==> config.mk <==
export PLATFORM = sky130hd
export DESIGN_NAME = serial_tx
export DESIGN_NICKNAME = d
export VERILOG_FILES = /design/src/rtl/serial_pkg.sv /design/src/rtl/serial_tx_baud_tick.sv /design/src/rtl/serial_tx.sv
export SDC_FILE = /design/constraint.sdc
export NUM_CORES = 1
export LEC_CHECK = 0
export ABC_AREA = 1
export CORE_MARGIN = 4
export CORE_UTILIZATION = 45
export CTS_CLUSTER_DIAMETER = 30
export DETAILED_ROUTE_END_ITERATION = 8
export MAX_ROUTING_LAYER = met4
export SLEW_MARGIN = 20
export SYNTH_ARGS = -nofsm -noshare
export SYNTH_HDL_FRONTEND = slang
export SYNTH_SLANG_ARGS = --single-unit
export TNS_END_PERCENT = 1
==> constraint.sdc <==
create_clock -name clk_in -period 2.61 [get_ports clk_in]
set_input_delay 0.3915 -clock clk_in [delete_from_list [all_inputs] [get_ports clk_in]]
set_output_delay 0.3915 -clock clk_in [all_outputs]
set_load 0.02 [all_outputs]
==> src/rtl/serial_pkg.sv <==
// Shared definitions for the serial transmitter and its matching receiver.
// SERIAL_TX_PARITY_EN adds the S_PARITY state encoding.
package serial_pkg;

  localparam int DEFAULT_DIVISOR    = 10416;
  localparam int DEFAULT_DATA_WIDTH = 8;

  localparam logic START_BIT = 1'b0;
  localparam logic STOP_BIT  = 1'b1;

  typedef enum logic [2:0] {
    S_IDLE   = 3'd0,
    S_START  = 3'd1,
    S_DATA   = 3'd2,
`ifdef SERIAL_TX_PARITY_EN
    S_PARITY = 3'd4,
`endif
    S_STOP   = 3'd3
  } state_t;

endpackage

==> src/rtl/serial_tx_baud_tick.sv <==
// Bit-period timer: counts 0..DIVISOR-1 and pulses bit_done on the final cycle.
module baud_tick #(
  parameter int DIVISOR = 4
) (
  input  logic clk_in,
  input  logic rst_in,
  input  logic clear_in,
  output logic bit_done_out
);

  localparam int CW = (DIVISOR > 1) ? $clog2(DIVISOR) : 1;
  localparam logic [CW-1:0] LAST = CW'(DIVISOR - 1);

  logic [CW-1:0] r_count;
  logic          w_last;

  assign w_last       = (r_count == LAST);
  assign bit_done_out = w_last;

  // Wrapping on the last cycle keeps bit periods back to back without an extra clear.
  always_ff @(posedge clk_in) begin
    if (rst_in || clear_in || w_last) begin
      r_count <= '0;
    end else begin
      r_count <= r_count + 1'b1;
    end
  end

endmodule

==> src/rtl/serial_tx.sv <==
// UART-style serial transmitter: start bit, LSB-first data, stop bit.
// Define SERIAL_TX_PARITY_EN to insert an even-parity bit before the stop bit.
module serial_tx
  import serial_pkg::*;
#(
  parameter int DIVISOR    = DEFAULT_DIVISOR,
  parameter int DATA_WIDTH = DEFAULT_DATA_WIDTH
) (
  input  logic                  clk_in,
  input  logic                  rst_in,
  input  logic [DATA_WIDTH-1:0] data_in,
  input  logic                  valid_in,
  output logic                  ready_out,
  output logic                  data_out,
  output logic                  busy_out
);

  localparam int IW = (DATA_WIDTH > 1) ? $clog2(DATA_WIDTH) : 1;
  localparam logic [IW-1:0] LAST_IDX = IW'(DATA_WIDTH - 1);

  state_t                r_state, w_state_next;
  logic [DATA_WIDTH-1:0] r_shift, w_shift_next;
  logic [IW-1:0]         r_index, w_index_next;
  logic                  r_data_out, w_data_next;
  logic                  w_bit_done;
  logic                  w_tick_clear;
`ifdef SERIAL_TX_PARITY_EN
  logic                  r_parity, w_parity_next;
`endif

  assign ready_out    = (r_state == S_IDLE);
  assign busy_out     = ~ready_out;
  assign data_out     = r_data_out;
  assign w_tick_clear = (r_state == S_IDLE);

  baud_tick #(.DIVISOR(DIVISOR)) u_baud_tick (
    .clk_in      (clk_in),
    .rst_in      (rst_in),
    .clear_in    (w_tick_clear),
    .bit_done_out(w_bit_done)
  );

  always_ff @(posedge clk_in) begin
    if (rst_in) begin
      r_state    <= S_IDLE;
      r_shift    <= '0;
      r_index    <= '0;
      r_data_out <= STOP_BIT;
`ifdef SERIAL_TX_PARITY_EN
      r_parity   <= 1'b0;
`endif
    end else begin
      r_state    <= w_state_next;
      r_shift    <= w_shift_next;
      r_index    <= w_index_next;
      r_data_out <= w_data_next;
`ifdef SERIAL_TX_PARITY_EN
      r_parity   <= w_parity_next;
`endif
    end
  end

  // The line level is computed for the state being entered, so the
  // registered output lines up with the state register.
  always_comb begin
    w_state_next = r_state;
    w_shift_next = r_shift;
    w_index_next = r_index;
    w_data_next  = STOP_BIT;
`ifdef SERIAL_TX_PARITY_EN
    w_parity_next = r_parity;
`endif
    case (r_state)
      S_IDLE: begin
        if (valid_in) begin
          w_state_next = S_START;
          w_shift_next = data_in;
          w_index_next = '0;
          w_data_next  = START_BIT;
`ifdef SERIAL_TX_PARITY_EN
          w_parity_next = ^data_in;
`endif
        end
      end
      S_START: begin
        w_data_next = START_BIT;
        if (w_bit_done) begin
          w_state_next = S_DATA;
          w_data_next  = r_shift[0];
        end
      end
      S_DATA: begin
        w_data_next = r_shift[0];
        if (w_bit_done) begin
          if (r_index == LAST_IDX) begin
            w_index_next = '0;
`ifdef SERIAL_TX_PARITY_EN
            w_state_next = S_PARITY;
            w_data_next  = r_parity;
`else
            w_state_next = S_STOP;
            w_data_next  = STOP_BIT;
`endif
          end else begin
            w_index_next = r_index + 1'b1;
            w_shift_next = r_shift >> 1;
            w_data_next  = w_shift_next[0];
          end
        end
      end
`ifdef SERIAL_TX_PARITY_EN
      S_PARITY: begin
        w_data_next = r_parity;
        if (w_bit_done) begin
          w_state_next = S_STOP;
          w_data_next  = STOP_BIT;
        end
      end
`endif
      S_STOP: begin
        w_data_next = STOP_BIT;
        if (w_bit_done) begin
          w_state_next = S_IDLE;
        end
      end
      default: begin
        w_state_next = S_IDLE;
        w_data_next  = STOP_BIT;
      end
    endcase
  end

endmodule

==> qor.csv, run 1 <==
metric,value,unit
drive_above_1_share,5.505,%
antenna_left,0,
io_pins,14,
fmax,463.0,MHz
netlist_area,0.001524,mm²
cp.required,2220,ps
leakage,0.7449,nW
portBuffers,13,
seq_area_frac_synth,36.78,%
sequentialPowerShare,38.6,%
p_comb_share,41.1,%
vias,1266,
h-tree-depth,1,
syn-num-nets,226,
r2r_start,r_state[0]$_SDFFE_PP0P_,
die_x,66.20,µm
power.density,831.9,mW/mm²
num_rows,20,
max_slew_margin,61.03,%
switchingPower,0.0005337,W
cts_setup_buffers,0,
grt_antenna_before_repair,0,
die-area,0.004382,mm²
grt_pass1_wl,4892,µm
worstSetupPathType,flip-flop to output pin,
vdd_drop_max,0.4776,mV
drt_iter0_markers,85,
grtUsageTotal,14.36,%
yosysWarningCount,0,
ys_types,28,
slew_viol_final,0,
whs_endpoint,u_baud_tick.r_count[0]$_SDFF_PP0_,
holdWs,471.0,ps
finalHoldViolCount,0,
finalClockSkew,4.284,ps
layout_setup_ws,450.2,ps
via_per_inst,4.832,
cts_tree,built,
fin_crit_sh,82.75,%
cts_root_buf,clkbuf_4,
fillers,330,
start_util,48.33,%
synthTopCellsByArea,"dfxtp_1, nand2_1, inv_1",
numClockSinks,28,
worstMarginPinSlew,583.9,ps
seq_area,560.5,µm²
wirelength,2798,µm
clock_latency,330,ps
critPathArrivalTime,1770,ps
syn2layout_area_growth,11.66,%
r2r_end,r_shift[6]$_SDFFE_PP0P_,
die_y,66.20,µm
holdPathStages,1,
hpwl,2096,µm
finalCriticalPeriod,2160,ps
ys_ff_latch,28,
setup_violations,0,
insertedDiodeCount,0,
final_nets,238,
internal_power,0.0008820,W
synth_largest_area_cell,dfxtp_1,
swShare,37.70,%
cts-resized-gates,0,
clk_pin_slew,150,ps
crit_path_end_kind,output pin,
drc,0,
synthArstFlopShare,0,%
cts_buffers,3,
clockBufferDepth,2,
hold_buffers,0,
critPathLaunchType,flip-flop,
synthFlopType,dfxtp_1,
multi_input_area,779.5,µm²
dr.pass1.iters,4,
avgSynthCellArea,7.362,µm²
worstHoldStart,u_baud_tick.r_count[0]$_SDFF_PP0_,
hold_class,flip-flop to flip-flop,
grt_pass1_vias,1188,
grt_max_degree,17,
place_ws,484.9,ps
status,finished clean,
gp_congestion,0.7549,
ff2ff_path_depth,9,
rsz0062_at_grt,false,
netlist_instances,207,
cap_violations,0,
grt-ovfl-total,0,
core_area,0.003153,mm²
wire_per_inst,10.68,µm
crit_fanout,4,
synth_edf_count,0,
tns,0,ps
pwr-share-clk,20.4,%
rrSetupSlack,710,ps
yosysTopAreaCellShare,36.78,%
-- critical path, cell delays in order, from the launching register on --
cell and delay, ps:
dfxtp_1 410, inv_1 90, ha_1 230, inv_1 90, clkdlybuf4s50_1 610
-- cells in the mapped netlist (2+ instances only) --
library cell / instances
nand2_1: 46
inv_1: 31
nor2_1: 31
dfxtp_1: 28
nand4_1: 10
a21oi_1: 8
ha_1: 8
nand3_1: 8
mux2i_1: 7
o21ai_0: 4
buf_6: 3
nor2_2: 3
xor2_1: 3
buf_4: 2
xnor2_1: 2
-- cells in the final DEF (no fill, tap or decap), drive strengths merged --
cell,instances
clkbuf,3
a41oi,1
nand3,10
o21ai,4
nor3,1
inv,31
nand4,10
buf,1
nor2,34
o211ai,1
bufinv,1
clkdlybuf4s50,13
nor3b,1
xor2,3
mux2i,7
ha,8
dfxtp,28
xnor2,2
a31oi,1
o21a,1
nand3b,1
a21oi,8
nand2,48
-- power by group through the flow --
stage	combinational [W]	clock [W]	sequential, W
detailed placement	0.000583	0	0.000556
finish	0.000581	0.000289	0.000546
floorplan	0.000478	0	0.000553
CTS	0.000586	0.000301	0.000546
global route	0.000662	0.000318	0.000555
global placement	0.000573	0	0.000553
-- layer usage --
metal | track usage [%] | wire length (µm) | share of wire [%]
met5 | - | 0 | 0
met4 | 3.046 | 28 | 1.0
met3 | 4.422 | 77 | 2.8
met2 | 24.78 | 1399 | 50
met1 | 16.32 | 1292 | 46
-- sequential cells by signal, summed over array words and instances, names as in the netlist --
signal and flops:
r_state 2, data_out 1, r_index 3, r_shift 8, u_baud_tick.r_count 14
-- cells by family after synthesis --
logic type	count (synthesis)	share of synthesized area [%]
simple gates	105	31.20
buf+inv	38	12.07
flops	28	36.78
compound gates	16	5.912
fa+ha+maj	8	6.568
mux	7	4.598
xor+xnor	5	2.874
-- final cells by class --
class,count,area share [%]
clock inverter,1,1.765
inverter,31,6.838
multi-input combinational,141,45.81
clock buffer,3,1.324
tap,44,3.235
sequential,28,32.94
timing repair buffer,14,8.088
-- worst max-delay path by stage --
stage                                                    to  cells after the start               startpoint  slack (ps)
final                                              busy_out                      4  r_state[0]$_SDFFE_PP0P_         450
after global routing                               busy_out                      4  r_state[0]$_SDFFE_PP0P_         330
after CTS                                          busy_out                      4  r_state[0]$_SDFFE_PP0P_         410
after detailed placement  u_baud_tick.r_count[9]$_SDFF_PP0_                      6                   rst_in         480
after global placement    u_baud_tick.r_count[9]$_SDFF_PP0_                      6                   rst_in         560
after floorplan                     r_shift[0]$_SDFFE_PP0P_                      9  r_state[0]$_SDFFE_PP0P_         920
-- through the flow --
| stage | instances | utilization [%] | area [µm²] | power, W |
|---|---|---|---|---|
| after floorplan | 207 | - | 1524 | 0.001031 |
| after global placement | 258 | 52.30 | 1649 | 0.001126 |
| after detailed placement | 258 | 52.30 | 1649 | 0.001139 |
| after CTS | 262 | 53.97 | 1702 | 0.001434 |
| after global routing | 262 | 53.97 | 1702 | 0.001535 |
| final | 262 | 53.97 | 1702 | 0.001416 |
(Power assumes the default switching activity.)
==> run 2, diff against run 1 <==
==> constraint.sdc (replaced) <==
create_clock -name clk_in -period 2.05 [get_ports clk_in]
set_input_delay 0.3075 -clock clk_in [delete_from_list [all_inputs] [get_ports clk_in]]
set_output_delay 0.3075 -clock clk_in [all_outputs]
set_load 0.02 [all_outputs]
==> run 2 against run 1 <==
Net effect: cell count is 1.5% higher; clock power is 27% higher; clock skew is 6.2 ps higher; sequential power is 28% higher; critical path type unchanged.
==> qor.csv, run 2 (synthesis gave the netlist of run 1 again) <==
metric,value,unit,change
grt_antenna_before_repair,0,,unchanged
core_area,0.003153,mm²,unchanged
worstMarginPinSlew,351.8,ps,-232.2 ps
place_inst,262,,+1.6%
max_slew_margin,76.46,%,+15 points
cts_setup_buffers,0,,unchanged
rsz0062_at_grt,false,,
antenna_left,0,,unchanged
regMostFlops,u_baud_tick.r_count,,
gp_congestion,0.8716,,+15%
fmax,522.9,MHz,
grtUsageTotal,14.86,%,+0.50 points
final_nets,242,,+1.7%
slew_viol_final,0,,unchanged
clockBufferDepth,2,,unchanged
status,finished clean,,
tns,0,ps,unchanged
grt_pass1_vias,1229,,+3.5%
num_rows,20,,unchanged
die_y,66.20,µm,unchanged
cp.required,1740,ps,-480 ps
cap_violations,0,,unchanged
grt_max_degree,17,,unchanged
insertedDiodeCount,0,,unchanged
crit_fanout,4,,unchanged
crit_path_end_kind,output pin,,
cts-resized-gates,1,,+1
numClockSinks,28,,unchanged
worstHoldStart,u_baud_tick.r_count[0]$_SDFF_PP0_,,
clock_latency,340,ps,about the same
h-tree-depth,1,,unchanged
path_buf_inv,2,,-1
finalClockSkew,10.50,ps,+6.216 ps
largest_reg_flops,14,,unchanged
die-area,0.004382,mm²,unchanged
final_common_cell,nand2_1,,
drive_above_1_share,7.207,%,+1.7 points
cts_tree,built,,
cp_slowest_cell,clkdlybuf4s50_1,,
cpPeakStageDelay,540,ps,-70 ps
finalPower,0.001821,W,+29%
hpwl,2200,µm,+5.0%
vias,1263,,-0.24%
clk_pin_slew,160,ps,about the same
fin_cells,266,,+1.5%
critPathLaunchType,flip-flop,,
cts_buffers,3,,unchanged
start_util,48.33,%,unchanged
hold_class,flip-flop to flip-flop,,
finalHoldViolCount,0,,unchanged
cp-startpoint,r_state[0]$_SDFFE_PP0P_,,
dr.pass1.iters,4,,unchanged
fillers,313,,-5.2%
hold_buffers,0,,unchanged
wire_per_inst,10.82,µm,+1.3%
crit_family,buffers and inverters,,
critPathArrivalTime,1600,ps,-170 ps
grt_pass1_wl,4968,µm,+1.6%
drc,0,,unchanged
vdd_drop_max,0.6211,mV,+30%
die_x,66.20,µm,unchanged
r2r_start,r_state[0]$_SDFFE_PP0P_,,
syn2layout_area_growth,13.55,%,
via_per_inst,4.748,,-1.7%
finalCriticalPeriod,1912,ps,
io_pins,14,,unchanged
wirelength,2878,µm,+2.9%
cts_root_buf,clkbuf_4,,
reg_top3,"u_baud_tick.r_count x14, r_shift x8, r_index x3",,
grt-ovfl-total,0,,unchanged
final_cell_mix,"nand2_1, inv_1, nor2_1",,
path_cells,inv_1 > ha_1 > clkdlybuf4s50_1,,
drt_iter0_markers,68,,-20%
setup_violations,0,,unchanged
worstSetupPathType,flip-flop to output pin,,
power.density,1052,mW/mm²,+26%
leakage,0.7661,nW,+2.8%
fin_crit_sh,93.29,%,
portBuffers,13,,unchanged
## run 2: stage by stage
stage	setup WS, ps	area (µm²)	hold slack, ps	utilization, %
global placement	392.2	1679	429.0	53.25
floorplan	359.6	1524	376.6	-
CTS	112.3	1730	471.7	54.88
global route	37.37	1730	485.4	54.88
detailed placement	344.3	1679	448.7	53.25
finish	137.6	1730	467.6	54.88
## run 2: metal layers
metal / GRT usage, % / share of wire, % / wire length, µm
met2: 26.64 / 50 / 1451
met4: 3.807 / 1.2 / 35
met3: 4.082 / 2.3 / 65
met1: 16.08 / 46 / 1326
met5: - / 0 / 0
## run 2: path summary, 6_finish.rpt
kind              slack, ps                                 to  depth (start not counted)
setup / recovery        140                          ready_out                          3
hold / removal          470  u_baud_tick.r_count[0]$_SDFF_PP0_                          1
setup reg to reg        370            r_shift[2]$_SDFFE_PP0P_                          8
hold reg to reg         470  u_baud_tick.r_count[0]$_SDFF_PP0_                          1
## run 2: layout make-up
type / instances / area, µm² / share of cell area, %
Sequential cell: 28 / 560.5 / 32.39
Clock inverter: 1 / 30.03 / 1.735
Timing Repair Buffer: 18 / 166.4 / 9.617
Tap cell: 44 / 55.05 / 3.181
Multi-Input combinational cell: 141 / 779.5 / 45.05
Clock buffer: 3 / 22.52 / 1.302
Inverter: 31 / 116.4 / 6.725
## run 2: power by group
part           internal [W]  switching (W)
clock              0.000198       0.000168
combinational      0.000301       0.000457
sequential         0.000640      0.0000568
